File: src/rtl/wishbone_pkg.sv
// Shared Wishbone interconnect types: arbiter state encoding and the
// width helper for the per-transfer ack-timeout counter.
package wishbone_pkg;

  typedef enum logic [1:0] {
    ARB_IDLE  = 2'd0,
    ARB_OWNED = 2'd1,
    ARB_ERR   = 2'd2
  } arb_state_t;

  // Counter must be able to hold TIMEOUT_CYCLES itself, hence the +1.
  function automatic int unsigned tmo_cnt_width(input int unsigned timeout_cycles);
    return $clog2(timeout_cycles + 1);
  endfunction

endpackage

File: src/rtl/wishbone_rr_pick.sv
// Combinational round-robin picker: returns the first requester found when
// scanning upward from last_idx+1 with wrap, so last_idx itself comes last.
module wishbone_rr_pick #(
  parameter int NUM_REQ = 2,
  parameter int IDX_W   = (NUM_REQ > 1) ? $clog2(NUM_REQ) : 1
) (
  input  logic [NUM_REQ-1:0] req,
  input  logic [IDX_W-1:0]   last_idx,
  output logic [NUM_REQ-1:0] win_onehot,
  output logic [IDX_W-1:0]   win_idx,
  output logic               valid
);

  // Scan all candidates in rotating priority order; first hit wins.
  always_comb begin
    // NOTE: every output gets a default before the loop so no path through
    // this block leaves a value unassigned, which would infer a latch.
    win_onehot = '0;
    win_idx    = '0;
    valid      = 1'b0;
    for (int i = 1; i <= NUM_REQ; i++) begin
      int cand;
      cand = int'(last_idx) + i;
      if (cand >= NUM_REQ) cand = cand - NUM_REQ;
      if (!valid && req[cand]) begin
        valid            = 1'b1;
        win_onehot[cand] = 1'b1;
        win_idx          = IDX_W'(cand);
      end
    end
  end

endmodule

File: src/rtl/wishbone_rr_arbiter.sv
// N-master to 1-slave Wishbone classic arbiter with round-robin fairness,
// grant held for the owner's whole cycle, and an ack timeout that returns
// err to a stalled master and frees the bus.
module wishbone_rr_arbiter
  import wishbone_pkg::*;
#(
  parameter int NUM_MASTERS    = 2,
  parameter int ADR_WIDTH      = 8,
  parameter int DAT_WIDTH      = 8,
  parameter int SEL_WIDTH      = 1,
  parameter int TIMEOUT_CYCLES = 16
) (
  input  logic                             clk,
  input  logic                             rst,
  input  logic [NUM_MASTERS*ADR_WIDTH-1:0] m_adr,
  input  logic [NUM_MASTERS*DAT_WIDTH-1:0] m_datwr,
  output logic [DAT_WIDTH-1:0]             m_datrd,
  input  logic [NUM_MASTERS-1:0]           m_we,
  input  logic [NUM_MASTERS-1:0]           m_stb,
  input  logic [NUM_MASTERS-1:0]           m_cyc,
  input  logic [NUM_MASTERS*SEL_WIDTH-1:0] m_sel,
  output logic [NUM_MASTERS-1:0]           m_ack,
  output logic [NUM_MASTERS-1:0]           m_err,
  output logic [ADR_WIDTH-1:0]             s_adr,
  output logic [DAT_WIDTH-1:0]             s_datwr,
  input  logic [DAT_WIDTH-1:0]             s_datrd,
  output logic                             s_we,
  output logic                             s_stb,
  output logic                             s_cyc,
  output logic [SEL_WIDTH-1:0]             s_sel,
  input  logic                             s_ack,
  output logic [NUM_MASTERS-1:0]           grant
);

  localparam int IDX_W = $clog2(NUM_MASTERS);
  localparam int CNT_W = tmo_cnt_width(TIMEOUT_CYCLES);
  localparam logic [CNT_W-1:0] CNT_LAST = CNT_W'(TIMEOUT_CYCLES - 1);

  arb_state_t             state_q, state_d;
  logic [NUM_MASTERS-1:0] grant_q, grant_d;
  logic [NUM_MASTERS-1:0] m_err_q, m_err_d;
  logic [IDX_W-1:0]       last_owner_q, last_owner_d;
  logic [CNT_W-1:0]       cnt_q, cnt_d;

  logic [NUM_MASTERS-1:0] pick_onehot;
  logic [IDX_W-1:0]       pick_idx;
  logic                   pick_valid;

  logic own_cyc;
  logic own_stb;
  logic owned;

  // In OWNED/ERR last_owner_q is the current owner, so scanning from it
  // naturally places the releasing master last in the rotation.
  wishbone_rr_pick #(
    .NUM_REQ (NUM_MASTERS),
    .IDX_W   (IDX_W)
  ) u_pick (
    .req        (m_cyc),
    .last_idx   (last_owner_q),
    .win_onehot (pick_onehot),
    .win_idx    (pick_idx),
    .valid      (pick_valid)
  );

  assign owned   = (state_q == ARB_OWNED);
  assign grant   = grant_q;
  assign m_err   = m_err_q;
  assign m_datrd = s_datrd;

  // Datapath mux from the owner; slave side is idle outside OWNED.
  always_comb begin
    own_cyc = 1'b0;
    own_stb = 1'b0;
    s_adr   = '0;
    s_datwr = '0;
    s_we    = 1'b0;
    s_sel   = '0;
    for (int i = 0; i < NUM_MASTERS; i++) begin
      if (last_owner_q == IDX_W'(i)) begin
        own_cyc = m_cyc[i];
        own_stb = m_stb[i];
        if (owned) begin
          s_adr   = m_adr[i*ADR_WIDTH +: ADR_WIDTH];
          s_datwr = m_datwr[i*DAT_WIDTH +: DAT_WIDTH];
          s_we    = m_we[i];
          s_sel   = m_sel[i*SEL_WIDTH +: SEL_WIDTH];
        end
      end
    end
    s_cyc = owned & own_cyc;
    s_stb = owned & own_cyc & own_stb;
  end

  // Ack routes only to the owner; a late ack during ERR is dropped.
  always_comb begin
    m_ack = '0;
    if (owned) m_ack = grant_q & {NUM_MASTERS{s_ack & s_stb}};
  end

  // Arbitration FSM, grant register and timeout counter next-state.
  always_comb begin
    state_d      = state_q;
    grant_d      = grant_q;
    last_owner_d = last_owner_q;
    cnt_d        = '0;
    m_err_d      = '0;
    unique case (state_q)
      ARB_IDLE: begin
        if (pick_valid) begin
          state_d      = ARB_OWNED;
          grant_d      = pick_onehot;
          last_owner_d = pick_idx;
        end
      end
      ARB_OWNED: begin
        if (!own_cyc) begin
          state_d      = pick_valid ? ARB_OWNED : ARB_IDLE;
          grant_d      = pick_valid ? pick_onehot : '0;
          last_owner_d = pick_valid ? pick_idx : last_owner_q;
        end else if (s_stb && !s_ack) begin
          if (cnt_q == CNT_LAST) begin
            state_d = ARB_ERR;
            m_err_d = grant_q;
          end else begin
            cnt_d = cnt_q + 1'b1;
          end
        end
      end
      ARB_ERR: begin
        if (!own_cyc) begin
          state_d      = pick_valid ? ARB_OWNED : ARB_IDLE;
          grant_d      = pick_valid ? pick_onehot : '0;
          last_owner_d = pick_valid ? pick_idx : last_owner_q;
        end
      end
      default: begin
        state_d = ARB_IDLE;
        grant_d = '0;
      end
    endcase
  end

  // State registers with synchronous active-high reset.
  always_ff @(posedge clk) begin
    // NOTE: sequential state uses non-blocking assignments so every flop
    // samples the pre-edge values regardless of statement order.
    if (rst) begin
      state_q      <= ARB_IDLE;
      grant_q      <= '0;
      last_owner_q <= IDX_W'(NUM_MASTERS - 1);
      cnt_q        <= '0;
      m_err_q      <= '0;
    end else begin
      state_q      <= state_d;
      grant_q      <= grant_d;
      last_owner_q <= last_owner_d;
      cnt_q        <= cnt_d;
      m_err_q      <= m_err_d;
    end
  end

endmodule

File: config.mk
export PLATFORM = sky130hd
export DESIGN_NAME = wishbone_rr_arbiter
export DESIGN_NICKNAME = d
export VERILOG_FILES = /design/src/rtl/wishbone_pkg.sv /design/src/rtl/wishbone_rr_pick.sv /design/src/rtl/wishbone_rr_arbiter.sv
export SDC_FILE = /design/constraint.sdc
export NUM_CORES = 1
export LEC_CHECK = 0
export ABC_AREA = 0
export CORE_MARGIN = 3
export CORE_UTILIZATION = 29
export DETAILED_ROUTE_END_ITERATION = 7
export PLACE_DENSITY = 0.76
export SETUP_SLACK_MARGIN = 0.4
export SLEW_MARGIN = 5
export SYNTH_ARGS = -nofsm -noshare
export SYNTH_HDL_FRONTEND = slang
export SYNTH_HIERARCHICAL = 1
export SYNTH_SLANG_ARGS = --single-unit
File: constraint.sdc
create_clock -name clk -period 1.7 [get_ports clk]
set_input_delay 0.34 -clock clk [delete_from_list [all_inputs] [get_ports clk]]
set_output_delay 0.34 -clock clk [all_outputs]
set_load 0.01 [all_outputs]
* Word-level counts from Yosys, hierarchy flattened
Index checks and enable logic that the tools add are counted.
** Word-level totals
- RAM bits :: 0
- Bits in latches :: 0
- Memory bits (read-only) :: 0
- Memories :: 0
- Output and inout bits :: 34
- Register bits after elaboration :: 12
** Operators by class
- Bitwise gates (word level) :: 9
- Multiply operators :: 0
- Div/mod/pow operators :: 0
- Mux-type cells :: 51
- Equal/unequal tests :: 8
- Reductions and logical operators :: 14
- $add $sub $neg :: 5
- $lt $le $gt $ge :: 6
- Shift-type cells :: 0
** Operators with widths (number)
- $ge A32 B1 Y1 const B :: 2
- $ge A32 B3 Y1 const B :: 2
- $lt A32 B3 Y1 const B :: 2
- $mux W32 :: 2
- $mux W8 :: 8
- $sub A32 B3 Y32 const B :: 2
- $mux W1 :: 25
- $mux W2 :: 11
- $reduce_or A5 Y1 :: 2
- $ne A2 B2 Y1 const B :: 3
- $ne A3 B2 Y1 const B :: 2
- $pmux W2 S3 :: 1
- $add A5 B1 Y5 const B :: 1
- $eq A5 B4 Y1 const B :: 1
- $logic_and A1 B1 Y1 :: 4
- $not A1 Y1 :: 4
- $pmux W2 S2 :: 1
- $reduce_and A2 Y1 :: 2
- $reduce_and A4 Y1 :: 1
- $add A1 B2 Y3 const B :: 1
- $and A1 B1 Y1 :: 3
- $add A1 B1 Y2 const B :: 1
- $and A2 B2 Y2 :: 1
- $demux W1 S1 :: 2
- 8 further kinds :: 9

* Longest topological paths before layout
Gate-level depths: netlist of the first run.
- Depth after elaboration :: 13
- Gate-level depth with buffers :: 7
- Gate-level depth less buffers :: 7

* Modules after synthesis
Netlist of the first run, hierarchy kept.
** Modules (own cells, without submodules)
- wishbone_rr_arbiter :: area each 1007.2 sq um, cells an instance 117, instances 1, seq. area each 240.2 sq um
- wishbone_rr_pick :: area each 32.5 sq um, cells an instance 5, instances 1, seq. area each 0.0 sq um

* Worst setup path before layout of the first run
Ideal clock, no wire load.
- Path kind :: register to output
- Start :: reg state_q[1]
- End :: out m_ack[0]
- Arrival time :: 1432 ps
- Stages on the path, launching flop included :: 6
- Path slack :: -72 ps
- Cell sequence :: dfxtp_1 inv_1 ha_1 clkbuf_1 a21boi_1 and3_1
** Between the ends
- Word-level cells in the longest chain between the ends :: 6
** Ends and longest elaborated chain
- start: declaration :: RTL line wishbone_rr_arbiter.sv:39 : arb_state_t state_q, state_d;
- start signal: assignment :: RTL line wishbone_rr_arbiter.sv:155 : state_q <= state_d;
- $eq A2 B1 Y1 :: RTL line wishbone_rr_arbiter.sv:66 : assign owned = (state_q == ARB_OWNED);
- $and A1 B1 Y1 (2 in series) :: RTL line wishbone_rr_arbiter.sv:92 : s_stb = owned & own_cyc & own_stb;
- via s_stb :: RTL line wishbone_rr_arbiter.sv:28 : output logic s_stb,
- $and A1 B1 Y1 :: RTL line wishbone_rr_arbiter.sv:98 : if (owned) m_ack = grant_q & {NUM_MASTERS{s_ack & s_stb}};
- $and A2 B2 Y2 :: RTL line wishbone_rr_arbiter.sv:98
- $mux W2 :: RTL line wishbone_rr_arbiter.sv:98
- end: declaration :: RTL line wishbone_rr_arbiter.sv:22 : output logic [NUM_MASTERS-1:0] m_ack,
The timed path passes the listed nets, and every way through them passes these cells.

* Final worst setup path of the first run
- Start :: reg last_owner_q
- End :: out m_ack[1]
** Between the ends
- Word-level cells in the longest chain between the ends :: 6
- Elaborated cells between the ends (all ways) :: 7
** Ends and longest elaborated chain
- start: declaration :: RTL line wishbone_rr_arbiter.sv:42 : logic [IDX_W-1:0] last_owner_q, last_owner_d;
- start signal: assignment :: RTL line wishbone_rr_arbiter.sv:151 : last_owner_q <= IDX_W'(NUM_MASTERS - 1);
- start signal: assignment :: RTL line wishbone_rr_arbiter.sv:157 : last_owner_q <= last_owner_d;
- $mux W1 :: RTL line wishbone_rr_arbiter.sv:80 : if (last_owner_q == IDX_W'(i)) begin
- $and A1 B1 Y1 :: RTL line wishbone_rr_arbiter.sv:92
- $and A1 B1 Y1 (*) :: RTL line wishbone_rr_arbiter.sv:92
- $and A1 B1 Y1 (*) :: RTL line wishbone_rr_arbiter.sv:98
- $and A2 B2 Y2 (*) :: RTL line wishbone_rr_arbiter.sv:98
- $mux W2 (*) :: RTL line wishbone_rr_arbiter.sv:98
Mark *: on every way between the ends. The rest lies on a longest branch, timed or not.

==> metrics.txt, run 1 <==
clock slew at reported path FFs=0.08 ns; reg-to-reg startpoint=last_owner_q; first-pass GRT wire length=a little over 5000 um; Crit Path Class=reg -> out; area delta synth->final=99.64%; top_reg_cell synth=dfxtp_1; Hold Vio Cnt, Final=0; measured slew at the worst slew-check pin=between 0.2 and 0.3 ns; Top Ports=85; Leak=0.0009444 uW; CP arrival=1.46 ns; outcome=finished, violations left; Post-DRT Antenna Nets=0; number of synthesized flops with an enable pin=0; Avg Inst Size Synth=8.523 um2; WP data required=1.36 ns; PwrDens=821.7 nW/um2; Row Count=21; NumNets Final=263; violated checks=setup timing; clk root buf=clkbuf_4; DP Area=1952 um2; n_diodes=0; met1 Use GR=0.1533; DRT Pass-1 Iters=4; R2R depth=6; Overflow after GRT=0; Max Root-Sink Buffers=2; final WL=3383 um; dominant cells by area after synthesis=dfxtp_1 (23%), mux2i_1 (17%), nor2b_1 (11%); Max-slew headroom=0.8130; met3 Track Usage GR=0.06293; final setup margin=-0.1044 ns; CTS buffer count=3; CP startpoint kind=flop; per-cell routed wire length=13.48 um; Post-synth ARST share=0; global placer's final weighted congestion=0.8786; Via density=4.649; post-route cell area=2076 um2; flop-to-flop setup slack=-0.07 ns; Hold Crit Depth=2; synthesis-stage register bit count=12; Crit. End Element=primary output; commonest non-fill, non-tap cells in the layout=clkdlybuf4s50_1 (38), dlygate4sd2_1 (23), buf_4 (16); Detailed Place HPWL=2665 um; CTS tree=done; pin count of the biggest net entering global routing=15; post-synth top area share=0.2310; RSZ-0062 raised after global routing=true; hold path startpoint=cnt_q[0]; H-tree depth=1; Min Hold Slack=0.4999 ns; Synth Net Count=179; worst hold path class=reg -> reg; Slew Limit Fails=0; Unique masters post-synth=32; Global Route Usage Sum=0.1498; Die Ht=65.88 um; FMAX=554.2 MHz; Clock Latency Late Sink=0.28 ns; period utilisation layout=1.061; crit path max fanout=4; via total after detailed routing=1167; Core Area=approximately 3400 um2; post-synth top area cell=dfxtp_1; die width=65.88 um; CTS Hold Bufs=0; Hold Path Sink=cnt_q[0]; R2R Path End=state_q[1]; Max Cap Viol=0; Peak supply drop=around 560 uV; cells after synthesis=122; number of buffers added on ports=68; die area=4340 um2; final setup fails=22; post-route DRC violation count=0; number of antenna violations at the first check in global routing=0; Cell Area, Synth=1040 um2; commonest non-fill, non-tap cell in the layout=clkdlybuf4s50_1; synth warn=6; Clock Skews=0.002933 ns; GR Util met2=0.2804; vias in the first global route=1133; starting DRC count in detailed routing=22; Initial Utilization=0.3068; Final min period=approximately 1.8 ns; Sinks on Clock Net=12; sequential fraction of the synthesis area=0.2310; share of cells above drive strength 1=0.3463; most crowded layer after global routing=met2
==> cells by family after synthesis <==
kind of cell | synth area share
AO/OA/AOI/OAI | 0.1059
XOR/XNOR | 0.01685
adder cells (fa/ha/maj) | 0.07220
buffers and inverters | 0.1035
flip-flops | 0.2310
multiplexers | 0.2082
AND/OR/NAND/NOR | 0.2623
==> Yosys cell counts, types with 2 or more instances <==
library cell and n:
nor2b_1 19, mux2i_1 18, dfxtp_1 12, nor2_1 10
buf_4 8, inv_1 7, ha_1 6, nand3_1 5
a21boi_1 3, a21oi_1 3, and3_1 3, nand2b_1 3
a21boi_0 2, and4_1 2, buf_2 2, clkbuf_1 2
mux2_2 2
==> metrics by stage <==
stage | power (uW) | util | setup WS, ns | instances | setup TNS [ns]
after floorplan | 1032 | - | 0.05174 | 122 | 0
final | 1706 | 0.6124 | -0.1044 | 251 | -1.227
after global placement | 1420 | 0.5759 | -0.5472 | 241 | -6.000
after detailed placement | 1444 | 0.5759 | -0.5577 | 241 | -6.536
after CTS | 1652 | 0.5954 | -0.1011 | 250 | -1.475
after global routing | 1798 | 0.6124 | -0.1378 | 251 | -2.220
==> flip-flops by register name, indices dropped and copies added (netlist names) <==
| register | cells |
|---|---|
| cnt_q | 5 |
| grant | 2 |
| m_err | 2 |
| state_q | 2 |
| last_owner_q | 1 |
==> layout make-up <==
| type | instances | area [um2] |
|---|---|---|
| multi-input cells | 90 | 849.6 |
| flip-flops and latches | 12 | 246.5 |
| inverters | 7 | 26.28 |
| well taps | 46 | 57.56 |
| fillers | 264 | 1314 |
| clock buffers | 4 | 36.28 |
| repair buffers | 92 | 859.6 |
==> per-layer routing <==
| metal | routed length [um] | vias up | share of wire |
|---|---|---|---|
| met2 | 1623 | 54 | 0.48 |
| met3 | 473 | 2 | 0.14 |
| met5 | 0 | - | 0 |
| met4 | 4 | 0 | 0.0012 |
| li1 | - | 580 | - |
| met1 | 1283 | 531 | 0.38 |
==> how the worst max path moves through the flow <==
stage | cells after the start | end | startpoint | slack (ns)
finish | 5 | m_ack[1] | last_owner_q | -0.10
global route | 6 | state_q[0] | last_owner_q | -0.14
CTS | 6 | state_q[1] | last_owner_q | -0.10
detailed placement | 5 | m_ack[1] | m_cyc[0] | -0.56
global placement | 5 | m_ack[1] | m_cyc[0] | -0.55
floorplan | 7 | state_q[1] | cnt_q[0] | 0.05
==> where the power goes <==
group / internal [uW] / switching, uW / leakage [uW]
combinational: 652 / 474 / 0.000825
clock: 130 / 105 / 0.0000210
sequential: 315 / 29.8 / 0.0000985
total: 1100 / 608 / 0.000944
==> critical path, stage by stage, from the launching register on <==
cell and delay (ns):
dfxtp_4 0.37, nand3b_1 0.22, a21boi_4 0.22, buf_6 0.12, and3_4 0.17, buf_6 0.09
==> timing repair <==
action / 4_1_cts / 5_1_grt
setup buffers: 5 / 1
resized for setup: 47 / 20
pin swaps: 8 / 2
endpoints found under the setup margin: 38 / 34
Note: power is estimated with default switching activity, not from simulation.
==> run 2, diff against run 1 <==
--- a/config.mk
+++ b/config.mk
@@ -6,7 +6,7 @@
 export NUM_CORES = 1
 export LEC_CHECK = 0
 export ABC_AREA = 0
-export CORE_MARGIN = 3
+export CORE_MARGIN = 2
 export CORE_UTILIZATION = 29
 export DETAILED_ROUTE_END_ITERATION = 7
 export PLACE_DENSITY = 0.76
==> metrics.txt, run 2 (same netlist as run 1, synthesis figures left out) <==
final setup fails=22 (unchanged); CP arrival=1.51 ns (+0.05 ns); die area=4080 um2 (-6.0%); measured slew at the worst slew-check pin=0.3406 ns (+0.06221 ns); largest register by flop count=cnt_q; post-route DRC violation count=0 (unchanged); commonest non-fill, non-tap cells in the layout=clkdlybuf4s50_1 (38), buf_6 (20), buf_4 (20); Hold Vio Cnt, Final=0 (unchanged); final WL=4159 um (+23%); n_diodes=0 (unchanged); DP Area=1959 um2 (+0.38%); number of buffers added on ports=68 (unchanged); period utilisation layout=1.091 (+0.02942); max reg flops=5 (unchanged); WP data required=1.36 ns (about the same); commonest non-fill, non-tap cell in the layout=clkdlybuf4s50_1; Crit. End Element=primary output; DRT Pass-1 Iters=4 (unchanged); Initial Utilization=0.3068 (unchanged); FMAX=539.2 MHz (-2.7%); global placer's final weighted congestion=0.8323 (-5.3%); CTS tree=done; clk root buf=clkbuf_4; pin count of the biggest net entering global routing=12 (-3); share of cells above drive strength 1=0.5294 (+0.1831); outcome=finished, violations left; CP startpoint kind=flop; Tot Pwr=2067 uW (+21%); Post-DRT Antenna Nets=0 (unchanged); worst hold path class=reg -> reg; Sinks on Clock Net=12 (unchanged); Via density=4.869 (+4.7%); Clock Latency Late Sink=0.27 ns (about the same); post-route cell area=2295 um2 (+11%); Top Ports=85 (unchanged); final core occ=0.6770 (+0.06460); Clock Skews=0.01427 ns (+0.01133 ns); Leak=0.001015 uW (+7.5%); PwrDens=900.7 nW/um2 (+9.6%); Overflow after GRT=0 (unchanged); per-cell routed wire length=15.58 um (+16%); NumNets Final=279 (+6.1%); CTS buffer count=3 (unchanged); Slew Limit Fails=0 (unchanged); vias in the first global route=1318 (+16%); Max Root-Sink Buffers=2 (unchanged); Global Route Usage Sum=0.1939 (+0.04413); die width=63.88 um (-3.0%); RSZ-0062 raised after global routing=true; fillcell total=233 (-12%); Core Area=3390 um2 (unchanged); Row Count=21 (unchanged); first-pass GRT wire length=6403 um (+24%); Detailed Place HPWL=2543 um (-4.6%); number of antenna violations at the first check in global routing=0 (unchanged); final setup margin=-0.1544 ns (-0.05001 ns); Max-slew headroom=0.7721 (-0.04088); via total after detailed routing=1300 (+11%); clock slew at reported path FFs=0.08 ns (about the same); Max Cap Viol=0 (unchanged); CTS Hold Bufs=0 (unchanged); Place WS=-0.5492 ns (+0.008522 ns); Crit Path Class=reg -> out; Final min period=1.854 ns (+0.05001 ns); H-tree depth=1 (unchanged); area delta synth->final=120.7%; violated checks=setup timing; crit path max fanout=5 (+1); starting DRC count in detailed routing=42 (+91%); Die Ht=63.88 um (-3.0%); Peak supply drop=440.6 uV (-22%)
## run 2: changes by cell type in the layout (fill, tap and decap cells not counted), moves of 2 or more
| cell | before | now |
|---|---|---|
| buf_4 | 16 | 20 |
| clkdlybuf4s15_1 | 2 | 0 |
| dfxtp_2 | 2 | 4 |
| buf_12 | 0 | 2 |
| mux2i_1 | 12 | 8 |
| nor2b_4 | 1 | 3 |
| buf_2 | 1 | 18 |
| buf_6 | 9 | 20 |
| dfxtp_1 | 9 | 7 |
| dlygate4sd2_1 | 23 | 7 |
| nor2b_2 | 11 | 9 |
| nor2_1 | 9 | 6 |
| nor2_2 | 1 | 3 |
| mux2i_4 | 2 | 6 |
## run 2: worst max-delay path, stage by stage, from the launching register on
cell and delay, ns:
dfxtp_4 0.37, buf_4 0.13, buf_6 0.11, buf_8 0.11
mux2i_4 0.18, buf_6 0.12, nor2b_4 0.11, buf_6 0.11
## run 2: through the flow
stage | hold WS, ns | std cells | TNS [ns]
finish | 0.4970 | 267 | -1.462
global route | 0.5293 | 267 | -3.179
CTS | 0.4965 | 264 | -0.8054
detailed placement | 0.4863 | 242 | -6.256
global placement | 0.4805 | 242 | -5.780
floorplan | 0.3966 | 122 | 0
## run 2: per-layer routing
layer | vias to the layer above | track usage | share of wire
met4 | 0 | 0.02174 | 0.012
met5 | - | 0 | 0
li1 | 612 | - | -
met3 | 8 | 0.06162 | 0.096
met2 | 65 | 0.3659 | 0.50
met1 | 615 | 0.2160 | 0.39
## run 2: final timing paths
kind / cells after the start / start / to / slack (ns)
max: 7 / last_owner_q / s_cyc / -0.15
min: 2 / cnt_q[0] / cnt_q[0] / 0.50
max reg2reg: 8 / last_owner_q / state_q[0] / -0.14
min reg2reg: 2 / cnt_q[0] / cnt_q[0] / 0.50
## run 2: report_power, final
group	switching (uW)	internal, uW
clock	93.0	90.7
sequential	32.9	317
combinational	609	924
total	735	1330
## run 2: area by class of cell
type	instances	area [um2]	area share
Timing Repair Buffer	108	982.2	0.4280
Multi-Input combinational cell	90	953.4	0.4155
Clock buffer	4	26.28	0.01145
Tap cell	46	57.56	0.02508
Sequential cell	12	249.0	0.1085
Inverter	7	26.28	0.01145
## run 2: repair_timing
item                                   in CTS  in global routing
pin swaps                                   9                  9
setup endpoints to repair                  36                 34
buffers inserted                           18                  3
endpoints found under the hold margin       0                  0
resized for setup                         127                 30
==> run 3, diff against run 2 <==
--- a/config.mk
+++ b/config.mk
@@ -6,12 +6,12 @@
 export NUM_CORES = 1
 export LEC_CHECK = 0
 export ABC_AREA = 0
+export CORE_ASPECT_RATIO = 0.9
 export CORE_MARGIN = 2
 export CORE_UTILIZATION = 29
 export DETAILED_ROUTE_END_ITERATION = 7
 export PLACE_DENSITY = 0.76
 export SETUP_SLACK_MARGIN = 0.4
-export SLEW_MARGIN = 5
 export SYNTH_ARGS = -nofsm -noshare
 export SYNTH_HDL_FRONTEND = slang
 export SYNTH_HIERARCHICAL = 1
==> metrics.txt, run 3 (same netlist as run 1, synthesis figures left out) <==
CP startpoint kind=flop; die width=67.12 um (+5.1%); commonest non-fill, non-tap cells in the layout=clkdlybuf4s50_1 (38), dlygate4sd2_1 (26), buf_4 (17); clk root buf=clkbuf_8; Top Ports=85 (unchanged); n_diodes=0 (unchanged); sequential cell area=247.7 um2 (-0.50%); Switching Share=0.3543 (-0.001361); clock power share=0.168 (+0.079); Crit Path Class=reg -> reg; Sinks on Clock Net=12 (unchanged); FMAX=549.9 MHz (+2.0%); fillcell total=273 (+17%); Max stage delay on crit path=0.36 ns (about the same); final setup fails=24 (+9.1%); PwrDens=868.2 nW/um2 (-3.6%); post-route cell area=2230 um2 (-2.8%); Die Ht=60.81 um (-4.8%); slowest CP cell=dfxtp_4; NumNets Final=268 (-3.9%); pin count of the biggest net entering global routing=13 (+1); via total after detailed routing=1229 (-5.5%); Max Cap Viol=0 (unchanged); Reg power frac=0.182 (+0.013); Clock Skews=0.007555 ns (-0.006710 ns); die area=4081 um2 (about the same); P_int=1250 uW (-6.1%); starting DRC count in detailed routing=20 (-52%); Clock Latency Late Sink=0.25 ns (-0.02 ns); Max Root-Sink Buffers=2 (unchanged); Crit. End Element=flop; CP arrival=1.96 ns (+0.45 ns); final WL=3977 um (-4.4%); Slew Limit Fails=0 (unchanged); Initial Utilization=0.3055 (-0.001241); crit path max fanout=5 (unchanged); violated checks=setup timing; global placer's final weighted congestion=0.8245 (-0.94%); Comb pwr share=0.650 (-0.092); max reg flops=5 (unchanged); post-route DRC violation count=0 (unchanged); Detailed Place HPWL=2864 um (+13%); Row Count=20 (-4.8%); number of antenna violations at the first check in global routing=0 (unchanged); Core Area=3403 um2 (+0.41%); measured slew at the worst slew-check pin=0.3544 ns (+0.01379 ns); Via density=4.839 (-0.62%); CTS Hold Bufs=0 (unchanged); Tot Pwr=1936 uW (-6.3%); area delta synth->final=114.4%; CP cell instances=nand3b_1 -> buf_4 -> buf_6 -> a2111oi_4 -> o31a_1 -> mux2_4; worst hold path class=reg -> reg; DP Area=1957 um2 (-0.13%); clock slew at reported path FFs=0.06 ns (-0.02 ns); period utilisation layout=1.070 (-0.02105); Hold Vio Cnt, Final=0 (unchanged); H-tree depth=1 (unchanged); largest register by flop count=cnt_q; Post-DRT Antenna Nets=0 (unchanged); Overflow after GRT=0 (unchanged); per-cell routed wire length=15.66 um (+0.52%); Leak=0.001031 uW (+1.6%); multi-input gate area in the final layout=935.9 um2 (-1.8%); RSZ-0062 raised after global routing=true; outcome=finished, violations left; final setup margin=-0.1187 ns (+0.03578 ns); Max-slew headroom=0.7619 (-0.01018); share of cells above drive strength 1=0.3857 (-0.1437); commonest non-fill, non-tap cell in the layout=clkdlybuf4s50_1; Peak supply drop=637.4 uV (+45%); Final min period=1.819 ns (-0.03578 ns); first-pass GRT wire length=5506 um (-14%); Place WS=-0.5545 ns (-0.005297 ns); sw power=685.9 uW (-6.7%); Global Route Usage Sum=0.1787 (-0.01521); WP data required=1.84 ns (+0.48 ns); CTS tree=done; vias in the first global route=1210 (-8.2%); number of buffers added on ports=68 (unchanged); DRT Pass-1 Iters=4 (unchanged); CTS buffer count=3 (unchanged)
run 3: cell types whose count changed in the layout (fill, tap and decap cells not counted), moves of 2 or more:
cell           previous run  this run
dlygate4sd2_1             7        26
buf_2                    18         1
mux2i_1                   8        16
buf_6                    20        15
clkbuf_8                  0         4
mux2i_2                   5         1
mux2i_4                   6         2
buf_4                    20        17
clkbuf_4                  3         0
buf_12                    2         0
buf_8                     2         0
ha_2                      2         0
ha_4                      2         4
run 3: per-layer routing:
metal  wire length, um  share of wire  track usage
met1              1409           0.35       0.1937
met3               429           0.11      0.05009
met5                 0              0            0
met2              2041           0.51       0.3338
met4                97          0.024      0.06414
run 3: power groups by stage:
stage | registers, uW | logic (uW) | clock network (uW)
5_1_grt | 359 | 1340 | 334
3_5_place_dp | 349 | 1110 | 0
4_1_cts | 346 | 1190 | 324
3_3_place_gp | 349 | 1080 | 0
6_report | 353 | 1260 | 325
2_1_floorplan | 361 | 671 | 0
run 3: path summary, 6_finish.rpt:
kind	slack, ns	cells after the start	endpoint	from
max	-0.12	6	state_q[1]	last_owner_q
min	0.53	2	grant[1]	grant[1]
min reg2reg	0.53	2	grant[1]	grant[1]
max reg2reg	-0.12	6	state_q[1]	last_owner_q
run 3: cell type report:
class / instances / area share
multi-input combinational: 90 / 0.4198
timing repair buffer: 97 / 0.4080
inverter: 7 / 0.01178
sequential: 12 / 0.1111
tap: 44 / 0.02469
clock buffer: 4 / 0.02469
run 3: critical path, delay by kind of cell (launching register included):
family	cells	cell delay, ns
DFF	1	0.36
and+or+nand+nor	1	0.23
muxes	1	0.31
buffers and inverters	2	0.29
AOI/OAI and AO/OA	2	0.52
run 3: what timing repair did:
action                                  CTS  global route
cloned                                    0             0
pin swaps                                13             7
endpoints found under the setup margin   38            34
endpoints found under the hold margin     0             0
setup buffers                             9             1
resized for setup                        69            13
run 3: per-stage QoR:
step | hold slack [ns] | util | TNS (ns) | cells
after floorplan | 0.3966 | - | 0 | 122
after global placement | 0.4818 | 0.5750 | -5.835 | 240
after detailed placement | 0.4914 | 0.5750 | -6.470 | 240
after CTS | 0.5012 | 0.6335 | -1.093 | 253
after global routing | 0.5524 | 0.6551 | -2.641 | 254
final | 0.5335 | 0.6551 | -1.437 | 254
